`config.mk`:
```
export PLATFORM = sky130hd
export DESIGN_NAME = crc_stream_pipe
export DESIGN_NICKNAME = d
export VERILOG_FILES = /design/src/rtl/crc_stream_pipe.sv
export SDC_FILE = /design/constraint.sdc
export NUM_CORES = 1
export LEC_CHECK = 0
export CORE_MARGIN = 2
export CORE_UTILIZATION = 40
export DETAILED_ROUTE_END_ITERATION = 12
export GPL_ROUTABILITY_DRIVEN = 0
export SYNTH_ARGS = -nofsm -noshare
export SYNTH_HDL_FRONTEND = slang
export SYNTH_SLANG_ARGS = --single-unit
```
`constraint.sdc`:
```
create_clock -name clk -period 4.1 [get_ports clk]
set_clock_uncertainty 0.2 [all_clocks]
set_input_delay 0.82 -clock clk [delete_from_list [all_inputs] [get_ports clk]]
set_output_delay 0.82 -clock clk [all_outputs]
set_load 0.005 [all_outputs]
```
`src/rtl/crc_stream_pipe.sv`:
```
// Pipelined per-word CRC generator: each accepted word walks an N-stage chain,
// every stage folding P_BITS_PER_STAGE data bits into the word's own CRC register.
module crc_stream_pipe #(
    parameter int                 P_WIDTH          = 8,
    parameter logic [P_WIDTH-1:0] P_POLYNOM        = P_WIDTH'(8'h31),
    parameter logic [P_WIDTH-1:0] P_INIT           = '0,
    parameter logic [P_WIDTH-1:0] P_XOROUT         = '0,
    parameter int                 P_DATA_W         = 8,
    parameter int                 P_BITS_PER_STAGE = 1,
    parameter int                 P_REFIN          = 0,
    parameter int                 P_REFOUT         = 0,
    parameter int                 P_TAG_W          = 4
) (
    input  logic                clk,
    input  logic                rst,
    input  logic                in_valid,
    output logic                in_ready,
    input  logic [P_DATA_W-1:0] in_data,
    input  logic [P_TAG_W-1:0]  in_tag,
    input  logic [P_WIDTH-1:0]  in_check,
    output logic                out_valid,
    input  logic                out_ready,
    output logic [P_WIDTH-1:0]  out_crc,
    output logic [P_TAG_W-1:0]  out_tag,
    output logic                out_match,
    output logic                busy
);

    localparam int B = (P_BITS_PER_STAGE < 1) ? 1 : P_BITS_PER_STAGE;
    localparam int N = P_DATA_W / B;

    generate
        if (P_BITS_PER_STAGE < 1 || (P_DATA_W % B) != 0) begin : g_bad_bits_per_stage
            $error("crc_stream_pipe: P_BITS_PER_STAGE must divide P_DATA_W");
        end
        if (P_WIDTH < 1 || P_WIDTH > 32) begin : g_bad_width
            $error("crc_stream_pipe: P_WIDTH must be in 1..32");
        end
    endgenerate

    // Folds B bits into the CRC, the first bit in time sitting at bits[B-1].
    function automatic logic [P_WIDTH-1:0] crc_step(input logic [P_WIDTH-1:0] crc,
                                                    input logic [B-1:0]       bits);
        logic [P_WIDTH-1:0] c;
        logic               fb;
        c = crc;
        for (int j = B - 1; j >= 0; j--) begin
            fb = c[P_WIDTH-1] ^ bits[j];
            c  = (c << 1) ^ (fb ? P_POLYNOM : '0);
        end
        return c;
    endfunction

    function automatic logic [P_DATA_W-1:0] rev_data(input logic [P_DATA_W-1:0] d);
        logic [P_DATA_W-1:0] r;
        for (int i = 0; i < P_DATA_W; i++) r[i] = d[P_DATA_W-1-i];
        return r;
    endfunction

    function automatic logic [P_WIDTH-1:0] rev_crc(input logic [P_WIDTH-1:0] c);
        logic [P_WIDTH-1:0] r;
        for (int i = 0; i < P_WIDTH; i++) r[i] = c[P_WIDTH-1-i];
        return r;
    endfunction

    logic                vld_q  [N];
    logic                vld_d  [N];
    logic [P_WIDTH-1:0]  crc_q  [N];
    logic [P_WIDTH-1:0]  crc_d  [N];
    logic [P_DATA_W-1:0] data_q [N];
    logic [P_DATA_W-1:0] data_d [N];
    logic [P_TAG_W-1:0]  tag_q  [N];
    logic [P_TAG_W-1:0]  tag_d  [N];
    logic [P_WIDTH-1:0]  chk_q  [N];
    logic [P_WIDTH-1:0]  chk_d  [N];

    logic                adv;
    logic [P_DATA_W-1:0] data_ord;
    logic [P_WIDTH-1:0]  fin_crc;

    // Data is normalised to MSB-first once; each stage then eats the top B bits
    // of what it received and passes the remainder on, left-aligned.
    assign data_ord = (P_REFIN != 0) ? rev_data(in_data) : in_data;
    assign adv      = !vld_q[N-1] || out_ready;
    assign in_ready = adv;

    always_comb begin
        for (int k = 0; k < N; k++) begin
            vld_d[k]  = vld_q[k];
            crc_d[k]  = crc_q[k];
            data_d[k] = data_q[k];
            tag_d[k]  = tag_q[k];
            chk_d[k]  = chk_q[k];
        end
        if (adv) begin
            vld_d[0]  = in_valid;
            crc_d[0]  = crc_step(P_INIT, data_ord[P_DATA_W-1 -: B]);
            data_d[0] = data_ord << B;
            tag_d[0]  = in_tag;
            chk_d[0]  = in_check;
            for (int k = 1; k < N; k++) begin
                vld_d[k]  = vld_q[k-1];
                crc_d[k]  = crc_step(crc_q[k-1], data_q[k-1][P_DATA_W-1 -: B]);
                data_d[k] = data_q[k-1] << B;
                tag_d[k]  = tag_q[k-1];
                chk_d[k]  = chk_q[k-1];
            end
        end
    end

    always_ff @(posedge clk) begin
        if (rst) begin
            for (int k = 0; k < N; k++) begin
                vld_q[k]  <= 1'b0;
                crc_q[k]  <= '0;
                data_q[k] <= '0;
                tag_q[k]  <= '0;
                chk_q[k]  <= '0;
            end
        end else begin
            for (int k = 0; k < N; k++) begin
                vld_q[k]  <= vld_d[k];
                crc_q[k]  <= crc_d[k];
                data_q[k] <= data_d[k];
                tag_q[k]  <= tag_d[k];
                chk_q[k]  <= chk_d[k];
            end
        end
    end

    // Output stage: reflect/xor, then gate everything to zero when idle.
    assign fin_crc   = ((P_REFOUT != 0) ? rev_crc(crc_q[N-1]) : crc_q[N-1]) ^ P_XOROUT;
    assign out_valid = vld_q[N-1];
    assign out_crc   = out_valid ? fin_crc : '0;
    assign out_tag   = out_valid ? tag_q[N-1] : '0;
    assign out_match = out_valid && (out_crc == chk_q[N-1]);

    always_comb begin
        busy = 1'b0;
        for (int k = 0; k < N; k++) busy = busy | vld_q[k];
    end

endmodule

```
# [Word level (Yosys, flattened, before mapping)]
# Memory sizes are Yosys's and may differ from the RTL's.
# Index checks and enable logic that the tools add are counted.
[word_totals] n_memories=5 in_bits=24 output_inout_bits=16 elab_cells=130 register_bits=0 mem_bits_rw=232
[classes] eq_ne=2 bitwise=61 n_mux=58 reduce_logical=4
[memory_table] memory="chk_q" depth=8 word_bits=8 rd=8 rd_ports_with_merged_regs=0 wr=8 line_no="74" text="logic [P_WIDTH-1:0] chk_q [N];"
[memory_table] memory="crc_q" depth=8 word_bits=8 rd=8 rd_ports_with_merged_regs=0 wr=8 line_no="68" text="logic [P_WIDTH-1:0] crc_q [N];"
[memory_table] memory="data_q" depth=8 word_bits=8 rd=7 rd_ports_with_merged_regs=0 wr=8 line_no="70" text="logic [P_DATA_W-1:0] data_q [N];"
[memory_table] memory="tag_q" depth=8 word_bits=4 rd=8 rd_ports_with_merged_regs=0 wr=8 line_no="72" text="logic [P_TAG_W-1:0] tag_q [N];"
[memory_table] memory="vld_q" depth=8 word_bits=1 rd=8 rd_ports_with_merged_regs=0 wr=8 line_no="66" text="logic vld_q [N];"
[op_table] op="$mux W8" n=26
[op_table] op="$mux W64" n=3
[op_table] op="$xor A8 B6 Y8" n=7
[op_table] op="$mux W6" n=8
[op_table] op="$or A1 B1 Y1" n=47
[op_table] op="$mux W4" n=9
[op_table] op="$mux W32" n=1
[op_table] op="$mux W1" n=11
[op_table] op="$eq A8 B8 Y1" n=1
[op_table] op="$xor A1 B1 Y1" n=7
[op_table] op="$reduce_and A2 Y1" n=1
[op_table] op="$logic_and A1 B1 Y1" n=1
[op_table] op="$logic_not A1 Y1" n=1
[op_table] op="$logic_or A1 B1 Y1" n=1
[op_table] op="$ne A1 B1 Y1 const B" n=1

# [Longest topological paths before layout]
# Gate-level depths: netlist of run 1.
[depth] word_depth=7 ltp_mapped=7

# [Least setup slack after synthesis of run 1]
# OpenSTA, ideal clock, no wires.
[synth_timing] path_type="input to output" from="input out_ready" to="output in_ready" path_buffers=3 setup_slack_ns=1.640 arrival_time_ns=1.440 t_required_ns=3.080 path_stages=5 cell_sequence="and2b_1 > buf_6 > inv_4 > buf_8 > buf_6"
[synth_between] elab_chain_len=1
[synth_lines] element="start: declaration" line_no="22" text="input logic out_ready,"
[synth_lines] element="$logic_or A1 B1 Y1" line_no="84" text="assign adv = !vld_q[N-1] || out_ready;"
[synth_lines] element="end: declaration" line_no="17" text="output logic in_ready,"
# Every way passes these cells.

# [Worst setup path after layout of run 1]
# Same ends and word-level chain as after synthesis.

==> flow_summary.yaml, run 1 <==
pwr:
  p_total_uw: 3780
  p_leak_uw: 0.00263
  powerDensity_mw_per_mm2: 495
  ir_worst_vdd_v: 0.000321
grt:
  grt_pass1_wl_mm: 19.6
  grt_max_degree: 179
  grt_overflow: 0
  antenna_found_initial: 0
  grt_pass1_vias: 4190
  grt_usage_pct: 13.3
floorplanning:
  die_area_mm2: 0.0176
  core_area_mm2: 0.0164
  rows: 47
  die_y_um: 133
  io_pins: 40
  start_util_pct: 40.4
  die_w_um: 133
detailed_routing:
  wl_mm: 11.5
  drt-initial-drc-count: 437
  wl_per_cell_um: 11.0
  via_per_inst: 4.54
  detail-route-antenna-nets: 0
  vias: 4768
  drc: 0
  first_pass_iters: 4
cts:
  cts-root-buf: "clkbuf_16"
  insertion_delay_ps: 430
  post_cts_buffers: 0
  cts_tree: "built"
  cts_buffers: 17
  cts.repair.resized: 0
  clk_pin_slew_ps: 60
  cts_htree_levels: 4
  clock-sinks: 180
  cts_buffer_depth: 2
  ctsHoldBuffers: 0
placed_design:
  numPortBuffers: 39
  dp_hpwl_mm: 5.85
logic_synthesis:
  synth_area_leaders: "dfxtp_1, nand2_1, a21oi_1, xnor2_1, buf_6"
  ys_ff_latch: 180
  yosysSeqAreaShare_pct: 54.3
  synth_edf_count: 0
  synth_top_area_share_pct: 54.3
  yosysMostFrequentCell: "nand2_1"
  ys_types: 21
  synth_common_cells: "nand2_1, dfxtp_1, a21oi_1"
  postSynthAreaPerCell_um2: 8.15
  synth.largest_area_cell: "dfxtp_1"
  syn-instance-count: 814
  ys.flop_type: "dfxtp_1"
  async_flop_share_pct: 0
  yosysWarnings: 0
  syn_area_mm2: 0.00664
  syn_nets: 838
worst_setup_path:
  critPathMaxFanout: 2
  cp.arrival_ps: 2020
  worstPathRequired_ps: 3080
  start_kind: "input pin"
  critical_path_class: "input pin to output port"
  endpoint_kind: "output port"
timing:
  rsz0062_at_grt: "no"
  slew_headroom_pct: 43.5
  fin_tns_setup_ps: 0
  whs_ps: 245
  post-route-period-util_pct: 74.1
  slew_viol_final: 0
  hold_viol_final: 0
  fmax_mhz: 329
  worst_pin_slew_ps: 847
  setup_viol: 0
  min_period_ps: 3040
cells_and_area:
  fillerInstances: 1676
  drive_gt1_share_pct: 4.94
  n_antenna_cell: 0
  syn_to_final_growth_pct: 14.9
  nets: 841
min_path:
  hold_path.class: "flop to flop"
run:
  maxCapViolations: 0
status:
  status: "completed"
[routing by layer]
layer / share of wire (%) / wire length, µm / GRT usage, % / vias up
met1: 55 / 6290 / 19.0 / 2085
li1: - / - / - / 2616
met4: 2.0 / 229 / 6.09 / 0
met3: 2.8 / 321 / 3.60 / 20
met5: 0 / 0 / 0 / -
met2: 41 / 4670 / 18.7 / 47
[path summary, 6_finish.rpt]
kind | startpoint | to | slack, ps | cells after the start
worst max-delay path | out_ready | in_ready | 1060 | 4
worst min-delay path | tag_q[1][14] | tag_q[1][14] | 240 | 2
worst max register to register | vld_q[1][3] | crc_q[1][28] | 1950 | 5
worst min register to register | tag_q[1][14] | tag_q[1][14] | 240 | 2
[cell usage in the layout (no fill, tap or decap)]
| cell type | n |
|---|---|
| buf_12 | 3 |
| xnor2_1 | 19 |
| clkbuf_16 | 17 |
| a21oi_1 | 163 |
| clkdlybuf4s50_1 | 38 |
| o21ai_0 | 9 |
| nand4_1 | 1 |
| bufinv_16 | 7 |
| buf_4 | 3 |
| xor2_1 | 5 |
| and2_1 | 12 |
| clkbuf_1 | 1 |
| dfxtp_1 | 180 |
| nor4_1 | 2 |
| nor3_1 | 6 |
| nand3b_1 | 9 |
| nand2b_1 | 1 |
| nand2_1 | 328 |
| inv_4 | 1 |
| and2b_4 | 1 |
| nand3_1 | 1 |
| clkinv_2 | 2 |
| clkinvlp_4 | 5 |
| nor2_1 | 14 |
| a211oi_2 | 2 |
[report_power, final]
part	total [µW]	internal (µW)	switching, µW	leakage (µW)
Sequential	1810	1790	21.0	0.00146
Clock	1860	1200	659	0.000318
Combinational	108	51.7	56.7	0.000847
Total	3780	3040	737	0.00263
[through the flow]
step	utilization (%)	std cells	cell area, µm²	setup WS [ps]
6_report	46.5	1050	7630	1060
2_1_floorplan	-	814	6640	1640
3_5_place_dp	42.3	1018	6940	1060
4_1_cts	46.5	1050	7630	1050
5_1_grt	46.5	1050	7630	994
3_3_place_gp	42.3	1018	6940	1060
[flip-flops by register name, summed over array words and instances (netlist names)]
name    count
tag_q      32
vld_q       8
crc_q      48
data_q     28
chk_q      64
[cell families after synthesis]
family	count (synthesis)	share of synthesized area, %
buf+inv	61	6.67
compound gates	174	13.3
flops	180	54.3
xor+xnor	24	3.17
simple gates	375	22.5
[critical path: stages]
cell and delay (ps):
clkdlybuf4s50_1 440, and2b_4 200, inv_4 60, clkdlybuf4s50_1 490
[layout make-up]
cell class / instances / area [µm²] / share of cell area (%)
Sequential cell: 180 / 3600 / 47.2
Multi-Input combinational cell: 573 / 2590 / 34.0
Timing Repair Buffer: 44 / 463 / 6.07
Clock buffer: 18 / 429 / 5.63
Tap cell: 220 / 275 / 3.61
Clock inverter: 14 / 258 / 3.38
Inverter: 1 / 6.26 / 0.0820
Note: power is estimated with default switching activity, not from simulation.
==> run 2: changes to the inputs <==
clock period = 2.6 ns   (was 4.1 ns; I/O delays follow)
==> run 2 against run 1 <==
Worst hold slack better by 0.74 ps; core utilization down 0.076 points; global-route usage up 0.36 points; setup slack worse by 950 ps; critical path depth unchanged; flip-flop and latch count unchanged; clock-buffer cell count up 5.
==> flow_summary.yaml, run 2 (synthesis results as in run 1) <==
status:
  status: "completed"
pwr:
  p_int_uw: 4590
  pwr-share-clk_pct: 47.0
  p_seq_share_pct: 49.9
  power.switching_uw: 1130
  powerDensity_mw_per_mm2: 751
  p_leak_uw: 0.00264
  power_switching_share_pct: 19.8
  pwr-share-comb_pct: 3.1
  ir_worst_vdd_v: 0.000472
timing:
  post-route-period-util_pct: 95.8
  hold_viol_final: 0
  min_period_ps: 2490
  rsz0062_at_grt: "no"
  worst_pin_slew_ps: 781
  setup_slack_ps: 108
  fin_tns_setup_ps: 0
  slew_headroom_pct: 48.0
  fmax_mhz: 401
  whs_ps: 245
  slew_viol_final: 0
  setup_viol: 0
grt:
  antenna_found_initial: 0
  grt_pass1_vias: 4159
  grt_pass1_wl_mm: 19.8
  grt_max_degree: 179
  grt_overflow: 0
  grt_usage_pct: 13.7
cts:
  cts_tree: "built"
  cts_htree_levels: 4
  cts_buffer_depth: 2
  clk_pin_slew_ps: 60
  insertion_delay_ps: 420
  cts-root-buf: "clkbuf_16"
  clock-sinks: 180
  cts_buffers: 17
detailed_routing:
  wl_per_cell_um: 11.1
  detail-route-antenna-nets: 0
  drc: 0
  wl_mm: 11.7
  drt-initial-drc-count: 343
  via_per_inst: 4.57
  first_pass_iters: 4
  vias: 4830
placed_design:
  preCtsSetupSlack_ps: 45.4
  postPlaceCellArea_mm2: 0.00699
  dp_hpwl_mm: 6.49
  numPortBuffers: 39
cells_and_area:
  largest_register_ffs: 64
  final_common_cell: "nand2_1"
  top_regs: "chk_q x64, crc_q x48, tag_q x32"
  drive_gt1_share_pct: 5.50
  final_cell_mix: "nand2_1, dfxtp_1, a21oi_1, clkdlybuf4s50_1, xnor2_1"
  n_antenna_cell: 0
  regMostFlops: "chk_q"
  final_area_mm2: 0.00761
  nets: 847
  syn_to_final_growth_pct: 14.7
floorplanning:
  die_y_um: 133
  core_area_mm2: 0.0164
  die_area_mm2: 0.0176
  die_w_um: 133
  rows: 47
  io_pins: 40
  start_util_pct: 40.4
run:
  maxCapViolations: 0
worst_setup_path:
  cp.arrival_ps: 1770
  start_kind: "flop"
  critPathMaxFanout: 3
  worstPathRequired_ps: 1880
  endpoint_kind: "output port"
  critical_path_class: "flop to output port"
min_path:
  hold_path.class: "flop to flop"
-- run 2: cell types whose count changed in the layout (fill, tap and decap cells not counted), sizes merged --
cell      change
clkinv        +1
clkinvlp      -3
buf           +6
clkbuf        +5
bufinv        -3
-- run 2: final cells by class --
type	instances	area [µm²]
Timing Repair Buffer	50	508
Clock inverter	9	150
Inverter	1	6.26
Fill cell	1691	8790
Clock buffer	23	478
Sequential cell	180	3600
Tap cell	220	275
Multi-Input combinational cell	573	2590
-- run 2: final timing paths --
path	from	to	slack [ps]	cells after the start
worst min-delay path	tag_q[1][14]	tag_q[1][14]	250	2
worst max register to register	vld_q[1][3]	crc_q[0][13]	600	6
worst min register to register	tag_q[1][14]	tag_q[1][14]	250	2
worst max-delay path	crc_q[1][31]	out_match	110	4
-- run 2: layer usage --
layer,GRT usage [%],share of wire (%)
met1,19.5,54
met2,19.2,41
met3,4.33,3.6
met4,5.38,1.2
met5,0,0
-- run 2: critical path, cell delays in order, from the launching register on --
cell and delay, ps:
dfxtp_1 390, xnor2_1 150, nand4_1 120, nor3_1 170, clkdlybuf4s50_1 530
-- run 2: timing repair --
item	in CTS	in global routing
setup endpoints to repair	2	0
setup buffers	0	0
resized for setup	1	0
hold buffers	0	0
-- run 2: power by group through the flow --
stage                     logic [µW]  registers (µW)  clock network (µW)
after floorplan                  113            2910                   0
after global placement           176            2910                   0
after detailed placement         177            2920                   0
after CTS                        178            2850                2760
after global routing             197            2860                2880
final                            176            2850                2690
-- run 2: stage by stage --
stage | std cells | util (%) | power, µW
floorplan | 814 | - | 3020
global placement | 1024 | 42.6 | 3090
detailed placement | 1024 | 42.6 | 3090
CTS | 1056 | 46.4 | 5790
global route | 1056 | 46.4 | 5930
finish | 1056 | 46.4 | 5720
==> run 3: changes to the inputs <==
CORE_ASPECT_RATIO = 1.5   (was unset)
CORE_MARGIN = unset   (was 2)
TNS_END_PERCENT = 100   (was unset)
==> run 3 against run 2 <==
Register-to-register slack improved by 30 ps; flip-flop and latch count unchanged; cell count decreased by 1.3%; final area decreased by 0.72%; clock-buffer cell count decreased by 5; combinational power about the same; non-clock buffer count unchanged; wire length increased by 0.56%; core utilization increased by 0.28 points; global-route usage increased by 0.78 points; die area decreased by 2.9%.
==> flow_summary.yaml, run 3 (synthesis results as in run 1) <==
status:
  status: "completed"
grt:
  grt_max_degree: 179
  met1_usage_pct: 18.6
  grt_usage_pct: 14.5
  grt_use_met2_pct: 23.1
  grt_pass1_wl_mm: 20.3
  grtUsageMet3_pct: 3.10
  top_usage_layer: "met2"
  antenna_found_initial: 0
  grt_pass1_vias: 4432
  grt_overflow: 0
detailed_routing:
  first_pass_iters: 4
  drc: 0
  wl_mm: 11.8
  wl_per_cell_um: 11.3
  via_per_inst: 4.69
  drt-initial-drc-count: 351
  vias: 4886
  detail-route-antenna-nets: 0
timing:
  slew_headroom_pct: 48.7
  setup_viol: 0
  rsz0062_at_grt: "no"
  post-route-period-util_pct: 95.2
  fin_tns_setup_ps: 0
  whs_ps: 235
  hold_viol_final: 0
  worst_pin_slew_ps: 770
  slew_viol_final: 0
  fmax_mhz: 404
  min_period_ps: 2480
cells_and_area:
  final_area_mm2: 0.00756
  final_cell_mix: "nand2_1, dfxtp_1, a21oi_1, clkdlybuf4s50_1, xnor2_1"
  largest_register_ffs: 64
  regMostFlops: "chk_q"
  final_common_cell: "nand2_1"
  drive_gt1_share_pct: 6.58
  n_antenna_cell: 0
  nets: 847
  top_regs: "chk_q x64, crc_q x48, tag_q x32"
  final_util_pct: 46.7
  syn_to_final_growth_pct: 13.9
placed_design:
  dp_hpwl_mm: 6.39
  numPortBuffers: 39
  postPlaceCellArea_mm2: 0.00697
pwr:
  power_switching_share_pct: 22.5
  p_seq_share_pct: 52.0
  powerDensity_mw_per_mm2: 725
  pwr-share-comb_pct: 3.2
  p_leak_uw: 0.00262
  ir_worst_vdd_v: 0.000380
  p_total_uw: 5480
  pwr-share-clk_pct: 44.8
  p_int_uw: 4250
  power.switching_uw: 1230
cts:
  ctsHoldBuffers: 0
  cts-root-buf: "clkbuf_16"
  cts_buffer_depth: 2
  post_cts_buffers: 0
  insertion_delay_ps: 420
  clk_pin_slew_ps: 70
  cts_htree_levels: 4
  cts_buffers: 17
  clock-sinks: 180
  cts_tree: "built"
run:
  maxCapViolations: 0
worst_setup_path:
  reg2reg_from: "vld_q[1][3]"
  critPathMaxFanout: 2
  worstPathRequired_ps: 1880
  critical_path_class: "flop to output port"
  start_kind: "flop"
  endpoint_kind: "output port"
  cp.arrival_ps: 1760
  worstSetupStartpoint: "chk_q[1][31]"
min_path:
  hold_path.class: "input pin to flop"
  worstHoldStart: "rst"
floorplanning:
  die_y_um: 160
  core_area_mm2: 0.0162
  die_area_mm2: 0.0171
  die_w_um: 107
  rows: 57
  start_util_pct: 41.0
  io_pins: 40
[run 3: cell count changes in the layout (fill, tap and decap cells not counted), sizes merged]
cell,previous run,this run
clkbuf,23,18
bufinv,4,1
clkinv,3,4
inv,1,8
[run 3: per-layer routing]
| layer | part of all wire [%] | up-vias |
|---|---|---|
| met3 | 2.5 | 14 |
| met5 | 0 | - |
| met1 | 50 | 2188 |
| li1 | - | 2628 |
| met2 | 46 | 56 |
| met4 | 1.5 | 0 |
[run 3: what timing repair did]
item	CTS	global route
resized for setup	3	5
pin swaps	0	1
endpoints found under the hold margin	0	0
cloned	0	0
endpoints found under the setup margin	6	1
[run 3: worst paths after layout]
check / cells past startpoint / slack, ps / endpoint
worst max register to register: 6 / 630 / crc_q[1][30]
worst min register to register: 2 / 250 / tag_q[1][15]
worst max-delay path: 4 / 120 / out_match
worst min-delay path: 2 / 230 / crc_q[1][31]
[run 3: layout make-up]
| cell class | instances | area, µm² |
|---|---|---|
| repair buffers | 50 | 508 |
| clock inverters | 14 | 143 |
| fillers | 1619 | 8630 |
| well taps | 206 | 258 |
| multi-input cells | 573 | 2610 |
| clock buffers | 18 | 429 |
| flip-flops and latches | 180 | 3610 |
| inverters | 1 | 6.26 |
[run 3: power groups by stage]
stage | clock [µW] | sequential (µW) | combinational (µW)
after floorplan | 0 | 2910 | 113
after global placement | 0 | 2910 | 173
after detailed placement | 0 | 2920 | 175
after CTS | 2540 | 2850 | 176
after global routing | 2650 | 2860 | 197
final | 2460 | 2850 | 174
[run 3: worst max-delay path: stages (launching register included)]
cell and delay (ps):
dfxtp_1 390, xnor2_2 140, nand4_1 140, nor3_2 140, clkdlybuf4s50_1 530
[run 3: metrics by stage]
stage | std cells | setup WS (ps)
after floorplan | 814 | 740
after global placement | 1010 | 109
after detailed placement | 1010 | 94.0
after CTS | 1042 | 19.3
after global routing | 1042 | 3.84
final | 1042 | 124
